### config.mk
export PLATFORM = sky130hd
export DESIGN_NAME = hazard_ctrl
export DESIGN_NICKNAME = d
export VERILOG_FILES = /design/src/rtl/hazard_ctrl.sv
export SDC_FILE = /design/constraint.sdc
export NUM_CORES = 1
export LEC_CHECK = 0
export ABC_CLOCK_PERIOD_IN_PS = 2600
export BUFFER_PORTS_ARGS = -buffer_cell sky130_fd_sc_hd__buf_2
export CAP_MARGIN = 30
export CORE_MARGIN = 3
export CORE_UTILIZATION = 44
export DETAILED_ROUTE_END_ITERATION = 12
export PLACE_DENSITY_LB_ADDON = 0.05
export SYNTH_ARGS = -nofsm -noshare
export SYNTH_HDL_FRONTEND = slang
export SYNTH_SLANG_ARGS = --single-unit
export TNS_END_PERCENT = 30
### constraint.sdc
create_clock -name clock -period 2.6 [get_ports clock]
set_clock_uncertainty 0.1 [all_clocks]
set_input_delay 0.26 -clock clock [delete_from_list [all_inputs] [get_ports clock]]
set_output_delay 0.26 -clock clock [all_outputs]
set_load 0.02 [all_outputs]
### src/rtl/hazard_ctrl.sv
// Pipeline hazard/redirect controller: load-use stall, branch/jump redirect with squash, mul/div EX hold.
// Latency: stall/id_ex_bubble/ex_hold combinational; PCsel/Addr_result one cycle after take; flush two cycles.
// Backpressure: stall holds PC and IF/ID, ex_hold holds EX for MULDIV_CYCLES; flush outranks load-use stall.
module hazard_ctrl #(
    parameter int MULDIV_CYCLES = 4
) (
    input  logic        clock,
    input  logic        reset,
    input  logic [4:0]  id_rs1,
    input  logic [4:0]  id_rs2,
    input  logic        id_uses_rs1,
    input  logic        id_uses_rs2,
    input  logic        ex_valid,
    input  logic [4:0]  ex_rd,
    input  logic        ex_mem_read,
    input  logic        ex_branch,
    input  logic        ex_jump,
    input  logic        ex_branch_taken,
    input  logic [31:0] ex_target,
    input  logic        ex_muldiv,
    output logic        stall,
    output logic        id_ex_bubble,
    output logic        flush,
    output logic        PCsel,
    output logic [31:0] Addr_result,
    output logic        ex_hold,
    output logic        muldiv_busy,
    output logic [15:0] stall_cnt,
    output logic [15:0] flush_cnt
);

    typedef enum logic [0:0] {
        IDLE = 1'b0,
        BUSY = 1'b1
    } state_t;

    localparam logic [3:0] CNT_LOAD = 4'(MULDIV_CYCLES - 2);

    state_t      state_q, state_d;
    logic [3:0]  cnt_q, cnt_d;
    logic        redir_q;
    logic        flush_tail;
    logic        take;
    logic        lu;
    logic        rs1_hit;
    logic        rs2_hit;
    logic        muldiv_issue;
    logic        mul_hold;
    logic        flush_int;

    assign take = ex_valid & (ex_jump | (ex_branch & ex_branch_taken));

    assign rs1_hit = id_uses_rs1 & (id_rs1 == ex_rd);
    assign rs2_hit = id_uses_rs2 & (id_rs2 == ex_rd);
    assign lu      = ex_valid & ex_mem_read & (ex_rd != 5'd0) & (rs1_hit | rs2_hit);

    // A redirecting instruction cannot also be a mul/div; the redirect wins.
    assign muldiv_issue = ex_valid & ex_muldiv & ~take;

    assign flush_int = redir_q | flush_tail;

    always_comb begin
        state_d  = state_q;
        cnt_d    = cnt_q;
        mul_hold = 1'b0;
        case (state_q)
            IDLE: begin
                if (muldiv_issue) begin
                    mul_hold = 1'b1;
                    state_d  = BUSY;
                    cnt_d    = CNT_LOAD;
                end
            end
            BUSY: begin
                mul_hold = 1'b1;
                if (cnt_q == 4'd0) begin
                    state_d = IDLE;
                end else begin
                    cnt_d = cnt_q - 4'd1;
                end
            end
            default: begin
                state_d = IDLE;
                cnt_d   = 4'd0;
            end
        endcase
    end

    // Gated by reset so a mid-operation reset drops every hold at once.
    always_comb begin
        flush        = flush_int & ~reset;
        id_ex_bubble = lu & ~flush_int & ~reset;
        ex_hold      = mul_hold & ~reset;
        stall        = (mul_hold | (lu & ~flush_int)) & ~reset;
        muldiv_busy  = (state_q == BUSY) & ~reset;
    end

    always_ff @(posedge clock or posedge reset) begin
        if (reset) begin
            state_q <= IDLE;
            cnt_q   <= 4'd0;
        end else begin
            state_q <= state_d;
            cnt_q   <= cnt_d;
        end
    end

    always_ff @(posedge clock or posedge reset) begin
        if (reset) begin
            redir_q     <= 1'b0;
            flush_tail  <= 1'b0;
            PCsel       <= 1'b0;
            Addr_result <= 32'h0;
        end else begin
            redir_q    <= take;
            flush_tail <= redir_q;
            PCsel      <= take;
            if (take) begin
                Addr_result <= ex_target;
            end
        end
    end

    always_ff @(posedge clock or posedge reset) begin
        if (reset) begin
            stall_cnt <= 16'h0;
            flush_cnt <= 16'h0;
        end else begin
            if (stall && (stall_cnt != 16'hFFFF)) begin
                stall_cnt <= stall_cnt + 16'd1;
            end
            if (flush && (flush_cnt != 16'hFFFF)) begin
                flush_cnt <= flush_cnt + 16'd1;
            end
        end
    end

endmodule

==> qor.yml <==
outcome: "complete, no violations"
tightest_slew_ns: 0.763
cts_root_buf: "clkbuf_8"
p_leak_nw: 2.36
slew_violations: 0
hold_path_depth: 3
grt_max_degree: 64
grt_pass1_vias: 2835
vias: 2808
cp_common_cell: "buf_2"
antenna_found_initial: 0
numCtsBuffers: 9
fin_ws_ns: 0.231
drc: 0
powerDensity_nw_per_um2: 721
endpoint_kind: "primary output"
routabilityCongestion: 0.798
io_pins: 127
port_buffers: 126
start_kind: "input port"
arrival_ns: 2.01
routed_wl_um: 7910
irDropWorstVdd_uv: 344
synth-edff-count: 0
cap_violations: 0
n_fill_cell: 626
synth_commonest_cells: "110 x nand2_1, 71 x dfrtp_1, 19 x xnor2_1"
area_delta_synth_final_pct: 37.2
period_minus_slack_ns: 2.37
worstPathRequired_ns: 2.24
ctsHtreeMaxLevel: 3
synthDistinctLibCells: 43
worstSetupPathDepth: 6
overflow: 0
yosysTopAreaCellShare: 0.542
rows: 30
drive_above_1_share: 0.331
rsz0062_at_grt: "false"
cts_tree: "built"
dr_wl_met2_um: 4110
holdWs_ns: 0.0164
viasPerCell: 4.78
reg2reg_depth: 7
slowest_stage: "dlygate4sd3_1"
path_class: "in -> out"
yosys_warnings: 0
finalSetupViolCount: 0
r2r_slack_ns: 0.55
crit_fanout: 4
nets: 547
crit_path_max_incr_delay_ns: 0.53
worstPathCellList: "dlygate4sd3_1 -> buf_2 -> nor4_1 -> o21ai_2 -> o21ai_1 -> buf_2"
synthArstFlopShare: 1.00
cp.buffers_inverters: 3
synth_area_leaders: "dfrtp_1 54%, nand2_1 13%, xnor2_1 5.1%"
first_iter_violations: 79
antenna_cells: 0
highest_layer: "met4"
syn_area_per_cell_um2: 9.96
track_usage: 0.192
cts.sinks: 71
period_share: 0.911
clk_latency_ns: 0.34
synth-seq-cells: 71
place_ws_ns: 0.506
hold_viol_final: 0
drtPass1Iterations: 4
hold_path_class: "in -> reg"
die_area_um2: 8520
ys.flop_type: "dfrtp_1"
wl_met3_um: 390
dp_hpwl_um: 5630
synth_most_common_cell: "nand2_1"
fp.dieH_um: 92.3
yosys.area.top_type: "dfrtp_1"
clockBufferDepth: 2
wirelength_met1_um: 3300
grt_first_pass_wirelength_um: 13100
crit_family: "buffers and inverters"
setup-tns-final_ns: 0
start_util: 0.467
avgRoutedWirePerCell_um: 13.4
clk_pin_slew_ns: 0.07
max-slew-margin-rel: 0.491
syn_inst: 329
fmaxAchievable_ghz: 0.422
post_cts_resize_count: 0
netlist_area_um2: 3280
antenna_left: 0
syn-num-nets: 389
core_area_um2: 7020
seq_area_frac_synth: 0.542
die_w_um: 92.3
## power breakdown
group          total (mW)  leakage (nW)  internal (mW)  switching [mW]
registers            1.47         0.903           1.28           0.186
clock network       0.877        0.0891          0.448           0.429
logic               0.897          1.37          0.355           0.543
## worst paths after layout
check,start,to
max,reset,stall
min,ex_target[22],Addr_result[22]
max reg2reg,stall_cnt[0],stall_cnt[1]
min reg2reg,redir_q,flush_tail
max in group asynchronous,reset,Addr_result[24]
min in group asynchronous,reset,stall_cnt[0]
## metrics by stage
step / power [mW] / cells / area [µm²] / util
2_1_floorplan: 2.03 / 329 / 3280 / -
3_3_place_gp: 2.33 / 545 / 4010 / 0.571
3_5_place_dp: 2.36 / 546 / 4040 / 0.575
4_1_cts: 3.28 / 588 / 4500 / 0.641
5_1_grt: 3.45 / 588 / 4500 / 0.641
6_report: 3.24 / 588 / 4500 / 0.641
## state kept, by name, indices dropped and copies added (netlist names)
name         count
state_q          1
stall_cnt       16
flush_cnt       16
Addr_result     32
cnt_q            4
redir_q          1
flush_tail       1
## layout make-up
| type | instances | area (µm²) | share of cell area |
|---|---|---|---|
| Tap cell | 96 | 120 | 0.0267 |
| Sequential cell | 71 | 1780 | 0.395 |
| Multi-Input combinational cell | 238 | 1420 | 0.315 |
| Inverter | 11 | 45.0 | 0.0100 |
| Timing Repair Buffer | 156 | 941 | 0.209 |
| Clock buffer | 10 | 128 | 0.0284 |
| Clock inverter | 6 | 70.1 | 0.0156 |
## tightest hold or removal path, stage by stage
cell     delay, ns
buf_2         0.07
nand2_1       0.04
nand2_1       0.05
## layout by cell type, fill, tap and decap left out, types with 4 or more instances in the layout
| master | n |
|---|---|
| nand4_1 | 7 |
| a21oi_1 | 7 |
| and4_1 | 5 |
| clkbuf_8 | 9 |
| clkinvlp_4 | 4 |
| nor2_1 | 14 |
| nor3_1 | 4 |
| nand3_1 | 12 |
| and3_1 | 5 |
| nand2_1 | 110 |
| xor2_1 | 16 |
| dlygate4sd3_1 | 26 |
| dfrtp_1 | 71 |
| inv_1 | 10 |
| buf_2 | 126 |
| xnor2_1 | 19 |
## cells by family (layout without fill, tap and decap cells)
kind of cell	after synthesis	in the layout	share of synthesized area
AND/OR/NAND/NOR	172	172	0.250
flip-flops	71	71	0.542
XOR/XNOR	37	37	0.103
AO/OA/AOI/OAI	23	23	0.0573
buffers and inverters	20	183	0.0256
adder cells (fa/ha/maj)	3	3	0.0115
multiplexers	3	3	0.0103
## routing by layer
layer,vias to the layer above,track usage
li1,1405,-
met1,1322,0.233
met2,73,0.328
met3,8,0.0414
met4,0,0.0804
met5,-,0
## timing repair
action,in CTS,in global routing
hold buffers,26,0
endpoints found under the hold margin,33,0
buffers inserted,0,0
Power figures use the tool's default switching activity.
